**src/rtl/ula_result_queue.sv**
```systemverilog
// ALU result FIFO: captures ULA results and presents one entry per bus request.
// Optional out_zero_o/out_neg_o flags are built only when ULA_RESULT_FLAGS_EN is defined.
module ula_result_queue #(
    parameter int unsigned WIDTH = 8,
    parameter int unsigned DEPTH = 4
) (
    input  logic                       clock_i,
    input  logic                       reset_i,
    input  logic [WIDTH-1:0]           ula_result_i,
    input  logic                       grab_i,
    input  logic                       store_data_bus_i,
    input  logic                       clear_overflow_i,
    output logic [WIDTH-1:0]           out_o,
    output logic                       out_valid_o,
    output logic [$clog2(DEPTH):0]     count_o,
    output logic                       empty_o,
    output logic                       full_o,
`ifdef ULA_RESULT_FLAGS_EN
    output logic                       out_zero_o,
    output logic                       out_neg_o,
`endif
    output logic                       overflow_o
);

    localparam int unsigned AW = $clog2(DEPTH);
    localparam int unsigned CW = AW + 1;

    logic [WIDTH-1:0] mem_q [DEPTH];
    logic [AW-1:0]    wr_ptr_q, wr_ptr_d;
    logic [AW-1:0]    rd_ptr_q, rd_ptr_d;
    logic [CW-1:0]    count_q, count_d;
    logic [WIDTH-1:0] out_q, out_d;
    logic             out_valid_q, out_valid_d;
    logic             overflow_q, overflow_d;
    logic             is_empty, is_full;
    logic             pop_acc, push_acc, drop;

    assign is_empty = (count_q == '0);
    assign is_full  = (count_q == CW'(DEPTH));

    // A push into a full queue is legal only when the same edge frees a slot.
    assign pop_acc  = store_data_bus_i && !is_empty;
    assign push_acc = grab_i && (!is_full || pop_acc);
    assign drop     = grab_i && !push_acc;

    always_comb begin
        wr_ptr_d    = wr_ptr_q;
        rd_ptr_d    = rd_ptr_q;
        count_d     = count_q;
        out_d       = '0;
        out_valid_d = 1'b0;
        overflow_d  = overflow_q;

        if (push_acc) begin
            wr_ptr_d = wr_ptr_q + AW'(1);
        end
        if (pop_acc) begin
            out_d       = mem_q[rd_ptr_q];
            out_valid_d = 1'b1;
            rd_ptr_d    = rd_ptr_q + AW'(1);
        end

        case ({push_acc, pop_acc})
            2'b10:   count_d = count_q + CW'(1);
            2'b01:   count_d = count_q - CW'(1);
            default: count_d = count_q;
        endcase

        if (drop) begin
            overflow_d = 1'b1;
        end else if (clear_overflow_i) begin
            overflow_d = 1'b0;
        end
    end

    always_ff @(posedge clock_i or posedge reset_i) begin
        if (reset_i) begin
            wr_ptr_q    <= '0;
            rd_ptr_q    <= '0;
            count_q     <= '0;
            out_q       <= '0;
            out_valid_q <= 1'b0;
            overflow_q  <= 1'b0;
        end else begin
            wr_ptr_q    <= wr_ptr_d;
            rd_ptr_q    <= rd_ptr_d;
            count_q     <= count_d;
            out_q       <= out_d;
            out_valid_q <= out_valid_d;
            overflow_q  <= overflow_d;
        end
    end

    // Storage needs no reset: count gates every read of it.
    always_ff @(posedge clock_i) begin
        if (push_acc) begin
            mem_q[wr_ptr_q] <= ula_result_i;
        end
    end

`ifdef ULA_RESULT_FLAGS_EN
    logic out_zero_q, out_neg_q;

    always_ff @(posedge clock_i or posedge reset_i) begin
        if (reset_i) begin
            out_zero_q <= 1'b0;
            out_neg_q  <= 1'b0;
        end else begin
            out_zero_q <= pop_acc && (mem_q[rd_ptr_q] == '0);
            out_neg_q  <= pop_acc && mem_q[rd_ptr_q][WIDTH-1];
        end
    end

    assign out_zero_o = out_zero_q;
    assign out_neg_o  = out_neg_q;
`endif

    assign out_o       = out_q;
    assign out_valid_o = out_valid_q;
    assign count_o     = count_q;
    assign empty_o     = is_empty;
    assign full_o      = is_full;
    assign overflow_o  = overflow_q;

endmodule

```
**config.mk**
```make
export PLATFORM = sky130hd
export DESIGN_NAME = ula_result_queue
export DESIGN_NICKNAME = d
export VERILOG_FILES = /design/src/rtl/ula_result_queue.sv
export SDC_FILE = /design/constraint.sdc
export NUM_CORES = 1
export LEC_CHECK = 0
export ABC_CLOCK_PERIOD_IN_PS = 3200
export BUFFER_PORTS_ARGS = -buffer_cell sky130_fd_sc_hd__buf_2
export CAP_MARGIN = 0
export CELL_PAD_IN_SITES_DETAIL_PLACEMENT = 2
export CELL_PAD_IN_SITES_GLOBAL_PLACEMENT = 2
export CORE_UTILIZATION = 40
export DETAILED_ROUTE_END_ITERATION = 8
export PLACE_DENSITY_LB_ADDON = 0.12
export SYNTH_ARGS = -nofsm -noshare
export SYNTH_HDL_FRONTEND = slang
export SYNTH_SLANG_ARGS = --single-unit
```
**constraint.sdc**
```tcl
create_clock -name clock_i -period 3.2 [get_ports clock_i]
set_input_delay 0.96 -clock clock_i [delete_from_list [all_inputs] [get_ports clock_i]]
set_output_delay 0.96 -clock clock_i [all_outputs]
set_load 0.01 [all_outputs]
```
* Word-level counts from Yosys, hierarchy flattened
Memory sizes are Yosys's and may differ from the RTL's. Cells that the tools add are included.
Storage, ports and cells: flip-flop bits (word level) 17, RAM bits 32, input bits 13, output and inout port bits 15, memories kept 1
Cells by class: reductions and logical operators 10, muxes and demuxes 7, eq/ne operators 3, add/subtract/negate cells 4
Memory list:
- mem_q | words 4, width 8, read ports 1, clocked after memory_dff 0, write ports 1, RTL line 28 | logic [WIDTH-1:0] mem_q [DEPTH];
Operators by type and width (count):
- 8-bit 2-to-1 mux | 1
- 3-bit one-hot mux with 2 select lines | 1
- 1-bit 2-to-1 mux | 5
- 2-bit by 1-bit adder with 2-bit output (second input constant) | 2
- 2-bit nonzero test | 2
- 3-bit by 1-bit adder with 3-bit output (second input constant) | 1
- 3-bit equality test (second input constant) | 1
- 1-bit logical AND | 3
- 1-bit logical NOT | 3
- 3-bit logical NOT | 1
- 3-bit by 1-bit subtractor with 3-bit output (second input constant) | 1
- 2-bit by 1-bit equality test with 1-bit output (second input constant) | 1
- 2-bit equality test (second input constant) | 1
- 1-bit logical OR | 1

* Logic depth before layout (Yosys ltp)
Gate-level depths: netlist (run 1).
depth after elaboration 8, depth in mapped cells 7, depth with buffers taken out 6

* Worst setup path after synthesis (run 1)
No wires, ideal clock.
kind input to register, start input store_data_bus_i, end register count_q[2], in the netlist count_o[2], library setup time 91 ps, stages 7, required time 3109 ps, setup slack 860 ps, buffers on the path 1, arrival time 2249 ps, path through buf_2 -> o31a_1 -> nand2b_1 -> fa_1 -> nand2b_1 -> o22a_1 -> o221ai_1
Between the ends: longest elaborated chain between the ends 5, elaborated cells between the ends (all ways) 7, those cells by class eq/ne: 2; mux: 1; reduce/logical: 4
RTL lines:
- start: declaration | RTL line 11 | input logic store_data_bus_i,
- 1-bit logical AND (*) | RTL line 42 | assign pop_acc = store_data_bus_i && !is_empty;
- 1-bit logical OR | RTL line 43 | assign push_acc = grab_i && (!is_full || pop_acc);
- 1-bit logical AND | RTL line 43
- 2-bit by 1-bit equality test with 1-bit output / 2-bit equality test (equally long branches) | RTL line 63 | case ({push_acc, pop_acc})
- 3-bit one-hot mux with 2 select lines / 2-bit nonzero test (equally long branches)
- end signal: assignment | RTL line 87 | count_q <= count_d;
- end: declaration | RTL line 31 | logic [CW-1:0] count_q, count_d;
Mark *: on every way between the ends. The rest lies on a longest branch, timed or not. A chain may end at the register's enable or synchronous reset.

* Worst setup path after layout (run 1)
Same ends and word-level chain as after synthesis.

==> results of run 1 <==
## synthesized netlist by cell type
| cell | n | share of area (%) |
|---|---|---|
| sky130_fd_sc_hd__a21boi_0 | 1 | 0.37 |
| sky130_fd_sc_hd__a21oi_1 | 1 | 0.25 |
| sky130_fd_sc_hd__and2_1 | 13 | 4.0 |
| sky130_fd_sc_hd__and3_1 | 1 | 0.31 |
| sky130_fd_sc_hd__buf_2 | 3 | 0.74 |
| sky130_fd_sc_hd__buf_6 | 1 | 0.56 |
| sky130_fd_sc_hd__clkbuf_1 | 1 | 0.19 |
| sky130_fd_sc_hd__dfrtp_1 | 17 | 21 |
| sky130_fd_sc_hd__edfxtp_1 | 32 | 48 |
| sky130_fd_sc_hd__fa_1 | 1 | 0.99 |
| sky130_fd_sc_hd__ha_1 | 4 | 2.5 |
| sky130_fd_sc_hd__inv_1 | 7 | 1.3 |
| sky130_fd_sc_hd__mux2_4 | 1 | 0.74 |
| sky130_fd_sc_hd__mux4_1 | 6 | 7.8 |
| sky130_fd_sc_hd__mux4_2 | 2 | 2.2 |
| sky130_fd_sc_hd__nand2_1 | 4 | 0.74 |
| sky130_fd_sc_hd__nand2b_1 | 2 | 0.62 |
| sky130_fd_sc_hd__nand3b_1 | 1 | 0.37 |
| sky130_fd_sc_hd__nor2_1 | 4 | 0.74 |
| sky130_fd_sc_hd__nor2b_2 | 1 | 0.43 |
| sky130_fd_sc_hd__nor4b_4 | 1 | 1.2 |
| sky130_fd_sc_hd__o211ai_1 | 1 | 0.37 |
| sky130_fd_sc_hd__o21ai_0 | 2 | 0.50 |
| sky130_fd_sc_hd__o221ai_1 | 1 | 0.43 |
| sky130_fd_sc_hd__o22a_1 | 1 | 0.43 |
| sky130_fd_sc_hd__o31a_1 | 1 | 0.43 |
| sky130_fd_sc_hd__o31ai_1 | 1 | 0.37 |
| sky130_fd_sc_hd__o41ai_1 | 1 | 0.43 |
| sky130_fd_sc_hd__xnor2_1 | 3 | 1.3 |
| sky130_fd_sc_hd__xor2_1 | 2 | 0.87 |
## registers in the layout, summed over array words and instances, names as in the netlist
register     cells
wr_ptr_q         2
out_valid_o      1
overflow_o       1
mem_q           32
out_o            8
rd_ptr_q         2
count_o          3
## where the power goes
group / internal (mW) / switching [mW]
Combinational: 0.294 / 0.289
Clock: 0.156 / 0.206
Sequential: 0.857 / 0.145
Total: 1.31 / 0.640
## worst paths after layout
check                                     endpoint  slack [ns]  cells after the start
min reg2reg                 overflow_o$_DFFE_PP0P_        0.55                      2
max in group asynchronous  rd_ptr_q[0]$_DFFE_PP0P_        2.05                      2
max reg2reg                 count_o[2]$_DFFE_PP0P_        1.05                      6
min in group asynchronous       out_o[3]$_DFF_PP0_        0.73                      2
max                         count_o[2]$_DFFE_PP0P_        0.73                      7
min                         overflow_o$_DFFE_PP0P_        0.55                      2
## through the flow
| step | util, % | setup slack [ns] |
|---|---|---|
| detailed placement | 46.1 | 0.424 |
| finish | 48.0 | 0.726 |
| global route | 48.0 | 0.623 |
| CTS | 48.0 | 0.716 |
| floorplan | - | 0.860 |
| global placement | 46.1 | 0.562 |
## tightest hold or removal path: stages, from the launching register on
cell and delay [ns]:
sky130_fd_sc_hd__dfrtp_1 0.39, sky130_fd_sc_hd__inv_1 0.06, sky130_fd_sc_hd__o21ai_0 0.07
## cell families (layout without fill, tap and decap cells)
family,Yosys count,after routing
compound gates,10,10
flops,49,49
xor+xnor,5,5
mux,9,9
simple gates,27,27
fa+ha+maj,5,5
buf+inv,12,42
## cell type report
type / instances / area (sq um)
flip-flops and latches: 49 / 1390
clock inverters: 3 / 21.3
clock buffers: 5 / 68.8
inverters: 7 / 26.3
repair buffers: 27 / 135
well taps: 67 / 83.8
fillers: 466 / 2490
multi-input cells: 56 / 574
## layer usage
layer	wire length, um	GRT usage, %	up-vias
met1	1680	21.2	546
met3	80	3.31	5
li1	-	-	484
met2	1920	27.6	19
met5	0	0	-
met4	47	6.54	0
==> impl_metrics.json, run 1 <==
{
  "path_common_cell": "sky130_fd_sc_hd__nand2b_1",
  "max_slew_margin_pct": 57.0,
  "layout.cell_area.non_filler_sq_um": 2300,
  "req_time_crit_path_ns": 3.41,
  "hold_buffers": 0,
  "power.static_leakage_nw": 0.930,
  "grt_pass1_wl_um": 6130,
  "drv.max_cap_violation_count": 0,
  "floorplan.io_pins": 28,
  "power.density_nw_per_um2": 848,
  "postRouteWirelength_um": 3730,
  "drive_gt1_share_pct": 26.5,
  "cp.buffers_inverters": 1,
  "largest_net_degree_at_the_start_of_global_routing": 18,
  "totalNegativeSetupSlack_ns": 0,
  "crit_path_max_incr_delay_ns": 0.42,
  "detail-route-antenna-nets": 0,
  "most-common-layout-cells": "32 x sky130_fd_sc_hd__edfxtp_1, 27 x sky130_fd_sc_hd__buf_2, 17 x sky130_fd_sc_hd__dfrtp_1",
  "htreeDepth": 2,
  "num_rows": 25,
  "die_w_um": 73.0,
  "max_slew.worst_pin.slew_ns": 0.645,
  "place.gp.congestion": 0.702,
  "worst_hold_path_type": "reg2reg",
  "numClockSinks": 49,
  "final_standard_cell_count_with_taps_included_and_fillers_excluded": 214,
  "placeableCoreArea_sq_um": 4790,
  "critical_path.startpoint": "store_data_bus_i",
  "clock_path_buffers": 2,
  "insertedDiodeCount": 0,
  "synthesis_warning_total": 0,
  "slowest_cell_on_the_critical_path": "sky130_fd_sc_hd__fa_1",
  "crit_family": "compound AO/OA/AOI/OAI gates",
  "min_period_over_period_pct": 77.3,
  "dp_hpwl_um": 2740,
  "type_of_destination_of_the_critical_path": "flip-flop",
  "number_of_global_route_vias_before_repair": 1159,
  "synth-compound-area-share_pct": 3.60,
  "worst-setup-path-type": "in2reg",
  "worst_setup_path_start_kind": "primary input",
  "synth.net_count": 135,
  "synth.area.mux_share_pct": 10.8,
  "grt_overflow": 0,
  "yosys.area_share.xor_xnor_pct": 2.17,
  "setup_viol_count_final": 0,
  "detailroute.via_count": 1054,
  "io_buffer_count": 27,
  "min_period_ns": 2.47,
  "final_hold_slack_ns": 0.550,
  "grt_use_total_pct": 16.5,
  "holdCritStartpoint": "overflow_o$_DFFE_PP0P_",
  "detail_route.wl_per_cell_um": 17.4,
  "synth-seq-area-share_pct": 68.7,
  "yosys_register_bits": 49,
  "placed_cells_incl_taps": 206,
  "die_height_um": 73.0,
  "final_hold_viol_count": 0,
  "drt_iter0_markers": 22,
  "initial_core_util_pct": 42.1,
  "worst_r2r_startpoint": "count_o[0]$_DFFE_PP0P_",
  "synth_top_family_by_area": "multiplexers",
  "worst_ir_drop_vdd_mv": 0.391,
  "fin_total_pwr_mw": 1.95,
  "maximum_achievable_frequency_ghz": 0.404,
  "fp.dieArea_sq_um": 5330,
  "cp_cell_sequence": "buf_2 > o31a_1 > nand2b_1 > fa_1 > nand2b_1 > o22a_1 > o221ai_1",
  "post_synth_instance_area_sq_um": 2020,
  "detail_route.drc_violations": 0,
  "final_count_of_pins_violating_max_slew": 0,
  "outcome": "finished, final reports clean",
  "cts.repair.resized": 0,
  "postCtsSetupBuffers": 0,
  "postSynthCellCount": 117,
  "cts.reportedPaths.clkPinSlew_ns": 0.09,
  "worst-path-max-fanout": 12,
  "tritoncts.num_buffers": 5,
  "mostFrequentLayoutCell": "sky130_fd_sc_hd__edfxtp_1",
  "tritoncts": "built",
  "routed_via_density": 4.93,
  "fin_skew_ns": 0.00549,
  "layout.nets": 164,
  "critPathArrivalTime_ns": 2.69,
  "synthAdderAreaFrac_pct": 3.47,
  "placed_cell_area_sq_um": 2210,
  "area.growth.synth_to_final_pct": 13.8,
  "clk-insertion-delay-late_ns": 0.30,
  "synth-simple-area-share_pct": 8.44,
  "initial_antenna_violation_count": 0,
  "rsz_0062_raised_after_global_routing": "no",
  "syn_avg_cell_area_sq_um": 17.2,
  "synth_cell_type_count": 30,
  "detail_route.first_pass.iterations": 3,
  "clock-root-buffer": "sky130_fd_sc_hd__clkbuf_8"
}
(Power assumes the default switching activity.)
==> run 2: changes to the inputs <==
Settings changed: ABC_CLOCK_PERIOD_IN_PS 3200 to 2300.
Clock period 3.2 ns to 2.3 ns, I/O delays scaled along.
==> run 2 against run 1 <==
Non-clock buffer count grew 6. Critical path type is now reg2out. Global-route usage grew 0.065 points. First-iteration DRC count grew 32%.
==> impl_metrics.json, run 2 (synthesized netlist as in run 1, its figures left out) <==
{
  "fin_skew_ns": 0.00518,
  "place.gp.congestion": 0.788,
  "grt_pass1_wl_um": 6160,
  "min_period_over_period_pct": 86.1,
  "floorplan.io_pins": 28,
  "worst-setup-path-type": "reg2out",
  "rsz_0062_raised_after_global_routing": "no",
  "initial_antenna_violation_count": 0,
  "detail-route-antenna-nets": 0,
  "cts.repair.resized": 0,
  "critPathArrivalTime_ns": 1.29,
  "num_rows": 25,
  "final_count_of_pins_violating_max_slew": 0,
  "drv.max_cap_violation_count": 0,
  "grt_overflow": 0,
  "detailroute.via_count": 1088,
  "detail_route.drc_violations": 0,
  "largest_net_degree_at_the_start_of_global_routing": 18,
  "insertedDiodeCount": 0,
  "drive_gt1_share_pct": 29.4,
  "most-common-layout-cells": "32 x sky130_fd_sc_hd__edfxtp_1, 27 x sky130_fd_sc_hd__buf_2, 17 x sky130_fd_sc_hd__dfrtp_1",
  "r2r_cells": 6,
  "power.density_nw_per_um2": 1200,
  "maximum_achievable_frequency_ghz": 0.505,
  "slowest_cell_on_the_critical_path": "sky130_fd_sc_hd__dfrtp_1",
  "clock_path_buffers": 2,
  "detail_route.first_pass.iterations": 4,
  "tritoncts.num_buffers": 5,
  "regMostFlops": "mem_q",
  "grt_use_total_pct": 16.6,
  "die_w_um": 73.0,
  "power.static_leakage_nw": 0.970,
  "setup_viol_count_final": 0,
  "hold_buffers": 0,
  "dp_hpwl_um": 2640,
  "final_hold_viol_count": 0,
  "cp_cell_sequence": "inv_1 > nand2_1 > nor2_1 > buf_2",
  "max_slew_margin_pct": 54.1,
  "req_time_crit_path_ns": 1.61,
  "detail_route.wl_per_cell_um": 16.7,
  "tritoncts": "built",
  "worst_hold_path_type": "in2async",
  "max_slew.worst_pin.slew_ns": 0.687,
  "routed_via_density": 4.95,
  "postCtsSetupBuffers": 0,
  "totalNegativeSetupSlack_ns": 0,
  "worst-path-max-fanout": 8,
  "numClockSinks": 49,
  "number_of_global_route_vias_before_repair": 1195,
  "worst_ir_drop_vdd_mv": 0.572,
  "worst_setup_path_start_kind": "flip-flop",
  "crit_path_max_incr_delay_ns": 0.53,
  "clk-insertion-delay-late_ns": 0.31,
  "type_of_destination_of_the_critical_path": "output port",
  "min_period_ns": 1.98,
  "die_height_um": 73.0,
  "reg2reg_slack_ns": 0.40,
  "outcome": "finished, final reports clean",
  "largest_register_ffs": 32,
  "drt_iter0_markers": 29,
  "initial_core_util_pct": 42.1,
  "io_buffer_count": 27,
  "final_standard_cell_count_with_taps_included_and_fillers_excluded": 220,
  "layout.nets": 170,
  "fp.dieArea_sq_um": 5330,
  "clock-root-buffer": "sky130_fd_sc_hd__clkbuf_8",
  "placeableCoreArea_sq_um": 4790,
  "htreeDepth": 2,
  "cts.reportedPaths.clkPinSlew_ns": 0.09,
  "area.growth.synth_to_final_pct": 17.1,
  "mostFrequentLayoutCell": "sky130_fd_sc_hd__edfxtp_1",
  "placed_cells_incl_taps": 212,
  "postRouteWirelength_um": 3680
}
run 2: path summary, 6_finish.rpt:
path	from	endpoint
setup / recovery	count_o[0]$_DFFE_PP0P_	empty_o
hold / removal	reset_i	overflow_o$_DFFE_PP0P_
hold reg to reg	overflow_o$_DFFE_PP0P_	overflow_o$_DFFE_PP0P_
setup reg to reg	count_o[0]$_DFFE_PP0P_	count_o[2]$_DFFE_PP0P_
max in group asynchronous	reset_i	count_o[2]$_DFFE_PP0P_
min in group clock_i	overflow_o$_DFFE_PP0P_	overflow_o$_DFFE_PP0P_
run 2: critical path, delay by kind of cell, from the launching register on:
kind,cells,cell delay (ns)
simple gates,2,0.15
flops,1,0.53
buf+inv,2,0.29
run 2: area by class of cell:
type / instances / area [sq um]
clock inverter: 2 / 38.8
inverter: 7 / 26.3
tap: 67 / 83.8
sequential: 49 / 1390
multi-input combinational: 56 / 574
clock buffer: 6 / 72.6
timing repair buffer: 33 / 180
fill: 466 / 2420
run 2: per-stage QoR:
stage | hold slack [ns] | total power, mW | worst slack [ns] | instance area (sq um) | util, %
floorplan | 0.535 | 1.94 | 0.230 | 2020 | -
global placement | 0.508 | 2.21 | 0.310 | 2250 | 47.0
detailed placement | 0.534 | 2.28 | 0.190 | 2250 | 47.0
CTS | 0.504 | 2.90 | 0.286 | 2360 | 49.4
global route | 0.537 | 3.02 | 0.229 | 2360 | 49.4
finish | 0.475 | 2.84 | 0.319 | 2360 | 49.4
run 2: routing by layer:
layer / share of wire, % / global-route usage, % / wire, um
met4: 2.1 / 8.50 / 79
met1: 44 / 21.0 / 1630
met3: 2.4 / 3.31 / 90
met5: 0 / 0 / 0
met2: 51 / 27.1 / 1880
run 2: report_power, final:
group	leakage, nW	internal [mW]	switching, mW
clock	0.0554	0.326	0.287
sequential	0.507	1.19	0.203
combinational	0.408	0.438	0.395
total	0.970	1.95	0.885
